[config.mk]
export PLATFORM = sky130hd
export DESIGN_NAME = hazard_ctrl_flat
export DESIGN_NICKNAME = d
export VERILOG_FILES = /design/src/rtl/hazard_ctrl_if.sv /design/src/rtl/hazard_ctrl.sv /design/src/flat_wrapper.sv
export SDC_FILE = /design/constraint.sdc
export NUM_CORES = 1
export LEC_CHECK = 0
export BUFFER_PORTS_ARGS = -buffer_cell sky130_fd_sc_hd__buf_2
export CAP_MARGIN = 20
export CORE_MARGIN = 2
export CORE_UTILIZATION = 50
export CTS_CLUSTER_SIZE = 24
export DETAILED_ROUTE_END_ITERATION = 7
export PLACE_DENSITY = 0.76
export SYNTH_ARGS = -nofsm -noshare
export SYNTH_HDL_FRONTEND = slang
export SYNTH_SLANG_ARGS = --single-unit
[constraint.sdc]
create_clock -name clk -period 2.4 [get_ports clk]
set_input_delay 0.48 -clock clk [delete_from_list [all_inputs] [get_ports clk]]
set_output_delay 0.48 -clock clk [all_outputs]
set_load 0.02 [all_outputs]
[src/rtl/hazard_ctrl_if.sv]
// Signal bundle between the pipeline datapath and hazard_ctrl.
// The datapath side is master; the hazard controller is slave.
interface hazard_ctrl_if #(
    parameter int CNT_W = 32
);
    // Operand identification from ID, EX, MEM and WB
    logic [4:0]       id_rs1;
    logic [4:0]       id_rs2;
    logic             id_use_rs1;
    logic             id_use_rs2;
    logic [4:0]       ex_rs1;
    logic [4:0]       ex_rs2;
    logic             ex_use_rs1;
    logic             ex_use_rs2;
    logic [4:0]       ex_rdest;
    logic             ex_mem_read;
    logic [4:0]       mem_rdest;
    logic [4:0]       wb_rdest;
    logic             mem_reg_write;
    logic             wb_reg_write;
    logic             pc_sel;
    logic             dmem_req;
    logic             dmem_ready;

    // Pipeline control back to the datapath
    logic             pc_en;
    logic             ifid_en;
    logic             idex_en;
    logic             exmem_en;
    logic             memwb_en;
    logic             ifid_flush;
    logic             idex_flush;
    logic             exmem_flush;
    logic [1:0]       forwardA;
    logic [1:0]       forwardB;
    logic [CNT_W-1:0] stall_cnt;
    logic [CNT_W-1:0] flush_cnt;
    logic             err_timeout;
    logic [1:0]       state_o;

    modport master (
        output id_rs1, id_rs2, id_use_rs1, id_use_rs2,
        output ex_rs1, ex_rs2, ex_use_rs1, ex_use_rs2,
        output ex_rdest, ex_mem_read,
        output mem_rdest, wb_rdest, mem_reg_write, wb_reg_write,
        output pc_sel, dmem_req, dmem_ready,
        input  pc_en, ifid_en, idex_en, exmem_en, memwb_en,
        input  ifid_flush, idex_flush, exmem_flush,
        input  forwardA, forwardB,
        input  stall_cnt, flush_cnt, err_timeout, state_o
    );

    modport slave (
        input  id_rs1, id_rs2, id_use_rs1, id_use_rs2,
        input  ex_rs1, ex_rs2, ex_use_rs1, ex_use_rs2,
        input  ex_rdest, ex_mem_read,
        input  mem_rdest, wb_rdest, mem_reg_write, wb_reg_write,
        input  pc_sel, dmem_req, dmem_ready,
        output pc_en, ifid_en, idex_en, exmem_en, memwb_en,
        output ifid_flush, idex_flush, exmem_flush,
        output forwardA, forwardB,
        output stall_cnt, flush_cnt, err_timeout, state_o
    );
endinterface

[src/rtl/hazard_ctrl.sv]
// Pipeline sequencing controller: stage enables/flushes, EX forwarding selects,
// stall/flush performance counters and a sticky data-memory timeout flag.
module hazard_ctrl #(
    parameter int CNT_W    = 32,
    parameter int MAX_WAIT = 255
) (
    input  logic        clk,
    input  logic        rst,
    hazard_ctrl_if.slave hz
);
    typedef enum logic [1:0] {
        RUN      = 2'b00,
        MEM_WAIT = 2'b01,
        FLUSH    = 2'b10
    } state_t;

    localparam logic [CNT_W-1:0] CNT_MAX  = {CNT_W{1'b1}};
    localparam logic [15:0]      WAIT_MAX = 16'hFFFF;
    localparam logic [16:0]      WAIT_LIM = 17'(MAX_WAIT);

    state_t           state_reg;
    state_t           state_next;
    logic [15:0]      wait_cnt_reg;
    logic [CNT_W-1:0] stall_cnt_reg;
    logic [CNT_W-1:0] flush_cnt_reg;
    logic             err_reg;

    logic             mem_wait;
    logic             in_flush;
    logic             load_use;
    logic             freeze;
    logic             lu_stall;
    logic [4:0]       en_next;
    logic [2:0]       flush_next;
    logic             wait_limit;

    // ------------------------------------------------------------------
    // Hazard detection
    // ------------------------------------------------------------------
    assign mem_wait = hz.dmem_req & ~hz.dmem_ready;
    assign in_flush = (state_reg == FLUSH);
    assign load_use = hz.ex_mem_read & (hz.ex_rdest != 5'd0) &
                      ((hz.id_use_rs1 & (hz.id_rs1 == hz.ex_rdest)) |
                       (hz.id_use_rs2 & (hz.id_rs2 == hz.ex_rdest)));

    // The wait counter covers every frozen cycle, including the cycle that
    // first enters MEM_WAIT, so it tracks how long the pipeline is held.
    assign wait_limit = ({1'b0, wait_cnt_reg} + 17'd1) >= WAIT_LIM;

    // ------------------------------------------------------------------
    // Next state and pipeline control (wait > branch > load-use > normal)
    // ------------------------------------------------------------------
    always_comb begin
        state_next = RUN;
        en_next    = 5'b11111;
        flush_next = 3'b000;
        freeze     = 1'b0;
        lu_stall   = 1'b0;

        if (rst) begin
            en_next = 5'b00000;
        end else if (mem_wait) begin
            state_next = MEM_WAIT;
            en_next    = 5'b00000;
            freeze     = 1'b1;
        end else if (hz.pc_sel && !in_flush) begin
            // pc_sel is still held by EX/MEM after a wait, so this also
            // covers a branch that was pending through MEM_WAIT.
            state_next = FLUSH;
            flush_next = 3'b111;
        end else if (load_use && !in_flush) begin
            en_next    = 5'b00111;
            flush_next = 3'b010;
            lu_stall   = 1'b1;
        end
    end

    assign {hz.pc_en, hz.ifid_en, hz.idex_en, hz.exmem_en, hz.memwb_en} = en_next;
    assign {hz.ifid_flush, hz.idex_flush, hz.exmem_flush}               = flush_next;

    // ------------------------------------------------------------------
    // State, wait counter, timeout and performance counters
    // ------------------------------------------------------------------
    always_ff @(posedge clk) begin
        if (rst) begin
            state_reg     <= RUN;
            wait_cnt_reg  <= '0;
            stall_cnt_reg <= '0;
            flush_cnt_reg <= '0;
            err_reg       <= 1'b0;
        end else begin
            state_reg <= state_next;

            if (freeze) begin
                if (wait_cnt_reg != WAIT_MAX)
                    wait_cnt_reg <= wait_cnt_reg + 16'd1;
            end else begin
                wait_cnt_reg <= '0;
            end

            if (freeze && wait_limit)
                err_reg <= 1'b1;

            if ((freeze || lu_stall) && (stall_cnt_reg != CNT_MAX))
                stall_cnt_reg <= stall_cnt_reg + 1'b1;

            // One FLUSH cycle follows every taken branch, so counting here
            // yields exactly one increment per flush event.
            if (in_flush && (flush_cnt_reg != CNT_MAX))
                flush_cnt_reg <= flush_cnt_reg + 1'b1;
        end
    end

    assign hz.stall_cnt   = rst ? '0    : stall_cnt_reg;
    assign hz.flush_cnt   = rst ? '0    : flush_cnt_reg;
    assign hz.err_timeout = rst ? 1'b0  : err_reg;
    assign hz.state_o     = rst ? RUN   : state_reg;

    // ------------------------------------------------------------------
    // EX operand forwarding; index 0 is rs1 (forwardA), 1 is rs2 (forwardB)
    // ------------------------------------------------------------------
    logic [1:0][4:0] ex_src;
    logic [1:0]      ex_use;
    logic [1:0][1:0] fwd_sel;

    assign ex_src = {hz.ex_rs2, hz.ex_rs1};
    assign ex_use = {hz.ex_use_rs2, hz.ex_use_rs1};

    generate
        for (genvar gi = 0; gi < 2; gi++) begin : g_fwd
            logic hit_mem;
            logic hit_wb;

            assign hit_mem = ex_use[gi] & hz.mem_reg_write &
                             (hz.mem_rdest != 5'd0) & (hz.mem_rdest == ex_src[gi]);
            assign hit_wb  = ex_use[gi] & hz.wb_reg_write &
                             (hz.wb_rdest != 5'd0) & (hz.wb_rdest == ex_src[gi]);

            // The younger MEM result wins over WB.
            assign fwd_sel[gi] = rst     ? 2'b00 :
                                 hit_mem ? 2'b10 :
                                 hit_wb  ? 2'b01 : 2'b00;
        end
    endgenerate

    assign hz.forwardA = fwd_sel[0];
    assign hz.forwardB = fwd_sel[1];

endmodule
[src/flat_wrapper.sv]
// flat-port wrapper written by rule: the top's interface ports become plain ports
module hazard_ctrl_flat 
#(
    parameter int CNT_W    = 32,
    parameter int MAX_WAIT = 255
)
  (clk, rst, hz_id_rs1, hz_id_rs2, hz_id_use_rs1, hz_id_use_rs2, hz_ex_rs1, hz_ex_rs2, hz_ex_use_rs1, hz_ex_use_rs2, hz_ex_rdest, hz_ex_mem_read, hz_mem_rdest, hz_wb_rdest, hz_mem_reg_write, hz_wb_reg_write, hz_pc_sel, hz_dmem_req, hz_dmem_ready, hz_pc_en, hz_ifid_en, hz_idex_en, hz_exmem_en, hz_memwb_en, hz_ifid_flush, hz_idex_flush, hz_exmem_flush, hz_forwardA, hz_forwardB, hz_stall_cnt, hz_flush_cnt, hz_err_timeout, hz_state_o);
  hazard_ctrl_if #(.CNT_W(CNT_W)) hz_i ();
  input  logic clk;
  input  logic rst;
  input wire logic [$bits(hz_i.id_rs1)-1:0] hz_id_rs1;
  input wire logic [$bits(hz_i.id_rs2)-1:0] hz_id_rs2;
  input wire logic [$bits(hz_i.id_use_rs1)-1:0] hz_id_use_rs1;
  input wire logic [$bits(hz_i.id_use_rs2)-1:0] hz_id_use_rs2;
  input wire logic [$bits(hz_i.ex_rs1)-1:0] hz_ex_rs1;
  input wire logic [$bits(hz_i.ex_rs2)-1:0] hz_ex_rs2;
  input wire logic [$bits(hz_i.ex_use_rs1)-1:0] hz_ex_use_rs1;
  input wire logic [$bits(hz_i.ex_use_rs2)-1:0] hz_ex_use_rs2;
  input wire logic [$bits(hz_i.ex_rdest)-1:0] hz_ex_rdest;
  input wire logic [$bits(hz_i.ex_mem_read)-1:0] hz_ex_mem_read;
  input wire logic [$bits(hz_i.mem_rdest)-1:0] hz_mem_rdest;
  input wire logic [$bits(hz_i.wb_rdest)-1:0] hz_wb_rdest;
  input wire logic [$bits(hz_i.mem_reg_write)-1:0] hz_mem_reg_write;
  input wire logic [$bits(hz_i.wb_reg_write)-1:0] hz_wb_reg_write;
  input wire logic [$bits(hz_i.pc_sel)-1:0] hz_pc_sel;
  input wire logic [$bits(hz_i.dmem_req)-1:0] hz_dmem_req;
  input wire logic [$bits(hz_i.dmem_ready)-1:0] hz_dmem_ready;
  output wire logic [$bits(hz_i.pc_en)-1:0] hz_pc_en;
  output wire logic [$bits(hz_i.ifid_en)-1:0] hz_ifid_en;
  output wire logic [$bits(hz_i.idex_en)-1:0] hz_idex_en;
  output wire logic [$bits(hz_i.exmem_en)-1:0] hz_exmem_en;
  output wire logic [$bits(hz_i.memwb_en)-1:0] hz_memwb_en;
  output wire logic [$bits(hz_i.ifid_flush)-1:0] hz_ifid_flush;
  output wire logic [$bits(hz_i.idex_flush)-1:0] hz_idex_flush;
  output wire logic [$bits(hz_i.exmem_flush)-1:0] hz_exmem_flush;
  output wire logic [$bits(hz_i.forwardA)-1:0] hz_forwardA;
  output wire logic [$bits(hz_i.forwardB)-1:0] hz_forwardB;
  output wire logic [$bits(hz_i.stall_cnt)-1:0] hz_stall_cnt;
  output wire logic [$bits(hz_i.flush_cnt)-1:0] hz_flush_cnt;
  output wire logic [$bits(hz_i.err_timeout)-1:0] hz_err_timeout;
  output wire logic [$bits(hz_i.state_o)-1:0] hz_state_o;
  assign hz_i.id_rs1 = hz_id_rs1;
  assign hz_i.id_rs2 = hz_id_rs2;
  assign hz_i.id_use_rs1 = hz_id_use_rs1;
  assign hz_i.id_use_rs2 = hz_id_use_rs2;
  assign hz_i.ex_rs1 = hz_ex_rs1;
  assign hz_i.ex_rs2 = hz_ex_rs2;
  assign hz_i.ex_use_rs1 = hz_ex_use_rs1;
  assign hz_i.ex_use_rs2 = hz_ex_use_rs2;
  assign hz_i.ex_rdest = hz_ex_rdest;
  assign hz_i.ex_mem_read = hz_ex_mem_read;
  assign hz_i.mem_rdest = hz_mem_rdest;
  assign hz_i.wb_rdest = hz_wb_rdest;
  assign hz_i.mem_reg_write = hz_mem_reg_write;
  assign hz_i.wb_reg_write = hz_wb_reg_write;
  assign hz_i.pc_sel = hz_pc_sel;
  assign hz_i.dmem_req = hz_dmem_req;
  assign hz_i.dmem_ready = hz_dmem_ready;
  assign hz_pc_en = hz_i.pc_en;
  assign hz_ifid_en = hz_i.ifid_en;
  assign hz_idex_en = hz_i.idex_en;
  assign hz_exmem_en = hz_i.exmem_en;
  assign hz_memwb_en = hz_i.memwb_en;
  assign hz_ifid_flush = hz_i.ifid_flush;
  assign hz_idex_flush = hz_i.idex_flush;
  assign hz_exmem_flush = hz_i.exmem_flush;
  assign hz_forwardA = hz_i.forwardA;
  assign hz_forwardB = hz_i.forwardB;
  assign hz_stall_cnt = hz_i.stall_cnt;
  assign hz_flush_cnt = hz_i.flush_cnt;
  assign hz_err_timeout = hz_i.err_timeout;
  assign hz_state_o = hz_i.state_o;
  hazard_ctrl #(.CNT_W(CNT_W), .MAX_WAIT(MAX_WAIT)) u_core (.clk(clk), .rst(rst), .hz(hz_i));
endmodule
==> results of run 1 <==
[worst max-delay path, delay by kind of cell]
family	cells	cell delay [ns]
AND/OR/NAND/NOR	2	0.64
buffers and inverters	2	0.33
AO/OA/AOI/OAI	2	0.43
[Yosys cell counts, types with 21 or more instances]
cell / n / area share, %
a21oi_1: 27 / 2.7
clkbuf_1: 21 / 1.6
dfxtp_1: 83 / 33
nand2_1: 30 / 2.2
nand3_1: 27 / 2.7
nand4_1: 25 / 3.1
nor2_1: 61 / 4.5
nor2b_1: 68 / 8.4
nor3_1: 29 / 2.9
o21ai_0: 27 / 2.7
xnor2_1: 41 / 7.1
xor2_1: 28 / 4.9
[worst max-delay path by stage]
stage / from / end / cells after the start
after floorplan: rst / hz_pc_en / 5
after global placement: hz_mem_rdest[1] / hz_forwardA[0] / 6
after detailed placement: hz_ex_rdest[0] / u_core.stall_cnt_reg[8] / 8
after global routing: hz_ex_rdest[0] / hz_ifid_en / 6
after CTS: hz_mem_rdest[1] / hz_forwardA[0] / 6
final: hz_ex_rdest[0] / hz_ifid_en / 6
[where the power goes]
part	total, uW	switching [uW]	internal, uW
registers	1390	6.69	1380
clock network	1060	491	569
logic	242	144	97.9
[logic make-up (layout without fill, tap and decap cells)]
group / count (synthesis) / after routing
xor+xnor: 69 / 69
fa+ha+maj: 4 / 4
simple gates: 331 / 331
buf+inv: 45 / 178
mux: 15 / 15
flops: 83 / 83
compound gates: 76 / 76
[layer usage]
metal  vias up  wire, um  share of wire, %
met5         -         0                 0
met4         0       260               2.0
met3        24       471               3.7
met2       122      6500                51
met1      2320      5610                44
li1       2448         -                 -
[layout make-up]
class	count	share of cell area [%]
flip-flops and latches	83	27.0
clock buffers	15	2.87
inverters	9	0.549
clock inverters	1	0.488
well taps	133	2.70
repair buffers	153	14.4
multi-input cells	495	52.0
[through the flow]
step	worst slack, ns	std cells
2_1_floorplan	0.0337	623
3_3_place_gp	0.0306	873
3_5_place_dp	0.00783	873
4_1_cts	0.0351	889
5_1_grt	0.0103	889
6_report	0.0481	889
[timing repair]
item	CTS	global route
hold buffers	0	0
setup endpoints to repair	0	2
resized for setup	0	2
==> metrics.md, run 1 <==
| Metric | Value |
|---|---|
| Status | `finished, final reports clean` |
| Hold Startpoint | `hz_pc_sel` |
| Synth Flop Type | `dfxtp_1` |
| RSZ-0062 raised after global routing | `false` |
| Worst Setup End Kind | `output pin` |
| Most Crowded Layer GR | `met2` |
| Reg-to-reg endpoint | `u_core.stall_cnt_reg[29]` |
| Hold path cells | `2` |
| Die area | `0.0109 mm^2` |
| Max VDD drop | `~0.33 mV` |
| Adder-cell share of the synthesized area | `less than 1%` |
| Initial antenna violation count | `0` |
| Worst path slowest cell | `or4_1` |
| Crit-path cells | `buf_2, or4_1, o21ai_1, nor3_1, a21boi_1, buf_2` |
| Met2 Use GR | `39.3%` |
| Fin nets | `about 800` |
| Worst EP arrival | `around 1.9 ns` |
| Routed wire per std cell | `roughly 14 um` |
| Routed vias | `just under 5k` |
| Largest net degree at the start of global routing | `38` |
| Synth Area in XOR/XNOR | `12.0%` |
| Antenna fix cells | `0` |
| Crit-path most repeated cell | `buf_2` |
| Post-DP Area | `roughly 0.006 mm^2` |
| Setup violations, final | `0` |
| Grt ovf | `0` |
| DIE HEIGHT | `104 um` |
| Max-slew violations | `0` |
| Core Box Area | `0.00977 mm^2` |
| Period utilisation layout | `98.0%` |
| Clock Latency Late Sink | `around 0.36 ns` |
| Yosys cell types | `53` |
| Post-synthesis compound-gate area fraction | `9.06%` |
| Routability cong. | `about 0.95` |
| Gr usage total | `23.0%` |
| Clock Skew | `0.00542 ns` |
| Layout cells sized above 1 | `between 20% and 30%` |
| Max-slew headroom | `a little under three fifths` |
| TritonCTS clock tree | `yes` |
| DR iter-0 viols | `325` |
| Fill count | `888` |
| Hold endpoint | `u_core.state_reg[1]` |
| Max-cap violations | `0` |
| Post-Synthesis Net Count | `674` |
| Post-DRT Antenna Nets | `0` |
| CP peak stage delay | `0.52 ns` |
| IO Count | `126` |
| R2r startpoint | `u_core.stall_cnt_reg[16]` |
| Max Clk Rate | `0.425 GHz` |
| Post-route cell area | `0.00616 mm^2` |
| Drt total wl | `12.8 mm` |
| PortBufs | `125` |
| Num Clock Sinks | `83` |
| Minimum clock period | `2.35 ns` |
| Critical Path RT | `1.92 ns` |
| #FFs+latches synth | `83` |
| Gate Count Post-Synth | `623` |
| Register area share after synthesis | `33.0%` |
| CP Max Fanout | `3` |
| Mux cell area share after synthesis | `3.50%` |
| Vias in the first global route | `around 4.6k` |
| Worst-Margin Slew | `0.632 ns` |
| Register Area | `about 0.0017 mm^2` |
| Post-synthesis simple-gate area fraction | `37.7%` |
| First-pass GRT wire length | `21.0 mm` |
| Setup TNS | `0 ns` |
| Hold/Removal Path Class | `in2reg` |
| Most common cell after layout, fill and taps aside | `buf_2` |
| Avg Synthesized Cell Area | `8.09 um^2` |
| Setup Fix Bufs, Post-CTS | `0` |
| Met3 Usage GRT | `around 3.4%` |
| Pleak | `0.00253 uW` |
| Synth Warn # | `0` |
| Pwr Total | `~2700 uW` |
| H-tree levels | `3` |
| Pre-antenna DRT Iters | `5` |
| Most frequent cells in the layout | `buf_2, dfxtp_1, nor2b_1` |
| Drt drc | `0` |
| Reg2reg setup slack | `0.11 ns` |
| Number of synthesized flops with an enable pin | `0` |
| Clock slew at reported path FFs | `0.08 ns` |
| Cell at the root of the clock tree | `clkbuf_8` |
| CP Class | `in2out` |
| HPWL after detailed placement | `9.68 mm` |
| GR Layer Usage met1 | `between 20% and 30%` |
| Cells on worst reg2reg path | `6` |
| Vias/cell | `5.53` |
| Die width | `between 100 and 150 um` |
| Area Growth Syn to Fin | `22.1%` |
| Pwr Density | `437 mW/mm^2` |
| Area of the mapped netlist | `0.00504 mm^2` |
| Type of origin of the critical path | `input port` |
| Ys async rst share | `0%` |
| Final Hold Fails | `0` |
| Hold_ws | `0.391 ns` |
| Num CTS Buffers | `9` |
| Clock Tree Buf Depth | `2` |
| Footprint of the multi-input gates | `approximately 0.0032 mm^2` |
| Rows | `36` |
| Post-layout util | `63.0%` |
| Initial Utilization | `51.6%` |
| Main combinational cell family by area after synthesis | `simple AND/OR/NAND/NOR gates` |
Power figures use the tool's default switching activity.
==> run 2, diff against run 1 <==
--- a/config.mk
+++ b/config.mk
@@ -8,10 +8,9 @@
 export BUFFER_PORTS_ARGS = -buffer_cell sky130_fd_sc_hd__buf_2
 export CAP_MARGIN = 20
 export CORE_MARGIN = 2
-export CORE_UTILIZATION = 50
+export CORE_UTILIZATION = 30
 export CTS_CLUSTER_SIZE = 24
 export DETAILED_ROUTE_END_ITERATION = 7
-export PLACE_DENSITY = 0.76
 export SYNTH_ARGS = -nofsm -noshare
 export SYNTH_HDL_FRONTEND = slang
 export SYNTH_SLANG_ARGS = --single-unit
==> constraint.sdc (replaced) <==
create_clock -name clk -period 2.7 [get_ports clk]
set_input_delay 0.54 -clock clk [delete_from_list [all_inputs] [get_ports clk]]
set_output_delay 0.54 -clock clk [all_outputs]
set_load 0.02 [all_outputs]
==> run 2 against run 1 <==
  * Global-route usage down 8.6 points
  * Clock skew up 0.0024 ns
  * Final area up 1.7%
  * Via count down 4.4%
  * Register-to-register slack better by 0.23 ns
  * Sequential power down 12%
  * Clock power up 34%
  * Critical path type unchanged
  * Largest power group is now the clock network
  * Highest routed layer unchanged
==> metrics.md, run 2 (same netlist as run 1, synthesis figures left out) <==
| Metric | Value |
|---|---|
| Status | `finished, final reports clean` |
| Worst-Margin Slew | `0.686 ns (+0.0543 ns)` |
| Internal power | `2220 uW (+8.3%)` |
| Vias/cell | `4.88 (-12%)` |
| Clock slew at reported path FFs | `0.06 ns (-0.02 ns)` |
| Initial Utilization | `30.5% (-21 points)` |
| Die width | `134 um (+28%)` |
| Clock Latency Late Sink | `0.35 ns (about the same)` |
| CP peak stage delay | `0.51 ns (about the same)` |
| H-tree levels | `3 (unchanged)` |
| Gr usage total | `14.4% (-8.6 points)` |
| Max-cap violations | `0 (unchanged)` |
| Fin nets | `789 (-1.6%)` |
| Crit-path most repeated cell | `buf_2` |
| CP Max Fanout | `4 (+1)` |
| Register Area | `0.00166 mm^2 (unchanged)` |
| Hold/Removal Path Class | `in2reg` |
| Setup Fix Bufs, Post-CTS | `0 (unchanged)` |
| Setup TNS | `0 ns (unchanged)` |
| Pleak | `0.00250 uW (-0.99%)` |
| Sequential power share | `43.2% (-8.4 points)` |
| Antenna fix cells | `0 (unchanged)` |
| Final Hold Fails | `0 (unchanged)` |
| Clock Skew | `0.00785 ns (+0.00243 ns)` |
| Rows | `47 (+31%)` |
| Setup violations, final | `0 (unchanged)` |
| Clock share of power | `49.6% (+10 points)` |
| Vias in the first global route | `4403 (-5.0%)` |
| RSZ-0062 raised after global routing | `false` |
| Worst EP arrival | `1.92 ns (+0.05 ns)` |
| Post-route cell area | `0.00626 mm^2 (+1.7%)` |
| Hold_ws | `0.461 ns (+0.0698 ns)` |
| Minimum clock period | `2.46 ns` |
| Area Growth Syn to Fin | `24.2%` |
| PostCTS Resize Cnt | `0 (unchanged)` |
| Most common cell after layout, fill and taps aside | `buf_2` |
| Die area | `0.0179 mm^2 (+64%)` |
| PortBufs | `125 (unchanged)` |
| Clock Tree Buf Depth | `2 (unchanged)` |
| Fill count | `1719 (+94%)` |
| Routed wire per std cell | `13.1 um (-9.2%)` |
| Type of origin of the critical path | `input port` |
| Post-DP Area | `0.00592 mm^2 (-0.48%)` |
| Crit-path cells | `buf_2, or4_1, o21ai_0, buf_4, nor2_1, nor3_1, buf_2` |
| DR iter-0 viols | `212 (-35%)` |
| Core Box Area | `0.0165 mm^2 (+69%)` |
| Drt total wl | `12.6 mm (-1.6%)` |
| Max Clk Rate | `0.407 GHz` |
| First-pass GRT wire length | `21.1 mm (+0.52%)` |
| Critical Path RT | `2.16 ns (+0.24 ns)` |
| Post-DRT Antenna Nets | `0 (unchanged)` |
| TritonCTS clock tree | `yes` |
| Footprint of the multi-input gates | `0.00319 mm^2 (-0.20%)` |
| Pre-antenna DRT Iters | `4 (-1)` |
| Layout cells sized above 1 | `24.2% (-1.3 points)` |
| CTS Hold Bufs | `0 (unchanged)` |
| Num Clock Sinks | `83 (unchanged)` |
| Pwr Density | `457 mW/mm^2 (+4.5%)` |
| Most frequent cells in the layout | `buf_2, dfxtp_1, nor2b_1` |
| IO Count | `126 (unchanged)` |
| DIE HEIGHT | `134 um (+28%)` |
| Drt drc | `0 (unchanged)` |
| Initial antenna violation count | `0 (unchanged)` |
| Routed vias | `4697 (-4.4%)` |
| Period utilisation layout | `91.1%` |
| Sw Share | `22.4% (-1.5 points)` |
| Max-slew violations | `0 (unchanged)` |
| Sw Pwr | `640 uW (-0.23%)` |
| Worst path slowest cell | `or4_1` |
| Combinational share of power | `7.2% (-1.8 points)` |
| Largest net degree at the start of global routing | `52 (+37%)` |
| Cell at the root of the clock tree | `clkbuf_16` |
| Worst Setup End Kind | `output pin` |
| CP Class | `in2out` |
| Num CTS Buffers | `9 (unchanged)` |
| HPWL after detailed placement | `9.32 mm (-3.7%)` |
| Grt ovf | `0 (unchanged)` |
| Max-slew headroom | `54.3% (-3.2 points)` |
| Routability cong. | `0.835 (-12%)` |
| Max VDD drop | `0.306 mV (-6.0%)` |
## run 2: worst paths after layout
kind	start	to	slack (ns)	depth (start not counted)
setup reg to reg	u_core.stall_cnt_reg[4]	u_core.stall_cnt_reg[29]	0.34	6
setup / recovery	hz_mem_rdest[1]	hz_forwardB[0]	0.24	7
hold / removal	hz_pc_sel	u_core.state_reg[1]	0.46	2
hold reg to reg	u_core.stall_cnt_reg[30]	u_core.stall_cnt_reg[30]	0.50	2
## run 2: stage by stage
stage                     utilization (%)  setup slack, ns  power (uW)  instances
after global routing                 37.9            0.136        2980        963
after floorplan                         -           0.0646        1390        623
after detailed placement             35.8            0.235        1470        947
final                                37.9            0.240        2860        963
after global placement               35.8            0.242        1470        947
after CTS                            37.9            0.228        2910        963
## run 2: per-layer routing
layer / vias to the layer above / GRT usage (%) / share of wire [%]
met4: 0 / 3.78 / 1.1
met3: 15 / 4.30 / 5.3
met1: 2154 / 18.8 / 48
li1: 2440 / - / -
met2: 88 / 23.1 / 46
met5: - / 0 / 0
## run 2: final cells by class
type,instances,area share [%]
multi-input combinational,495,51.0
sequential,83,26.5
timing repair buffer,140,12.0
tap,220,4.40
clock buffer,10,3.66
clock inverter,6,1.82
inverter,9,0.540
## run 2: critical path, delay by kind of cell
family | cells | cell delay [ns]
buffers and inverters | 3 | 0.47
AO/OA/AOI/OAI | 1 | 0.16
AND/OR/NAND/NOR | 3 | 0.74
## run 2: power groups by stage
stage / Sequential (uW) / Combinational [uW] / Clock [uW]
2_1_floorplan: 1260 / 125 / 0
5_1_grt: 1230 / 229 / 1510
3_3_place_gp: 1260 / 207 / 0
6_report: 1230 / 207 / 1420
3_5_place_dp: 1260 / 208 / 0
4_1_cts: 1230 / 209 / 1470
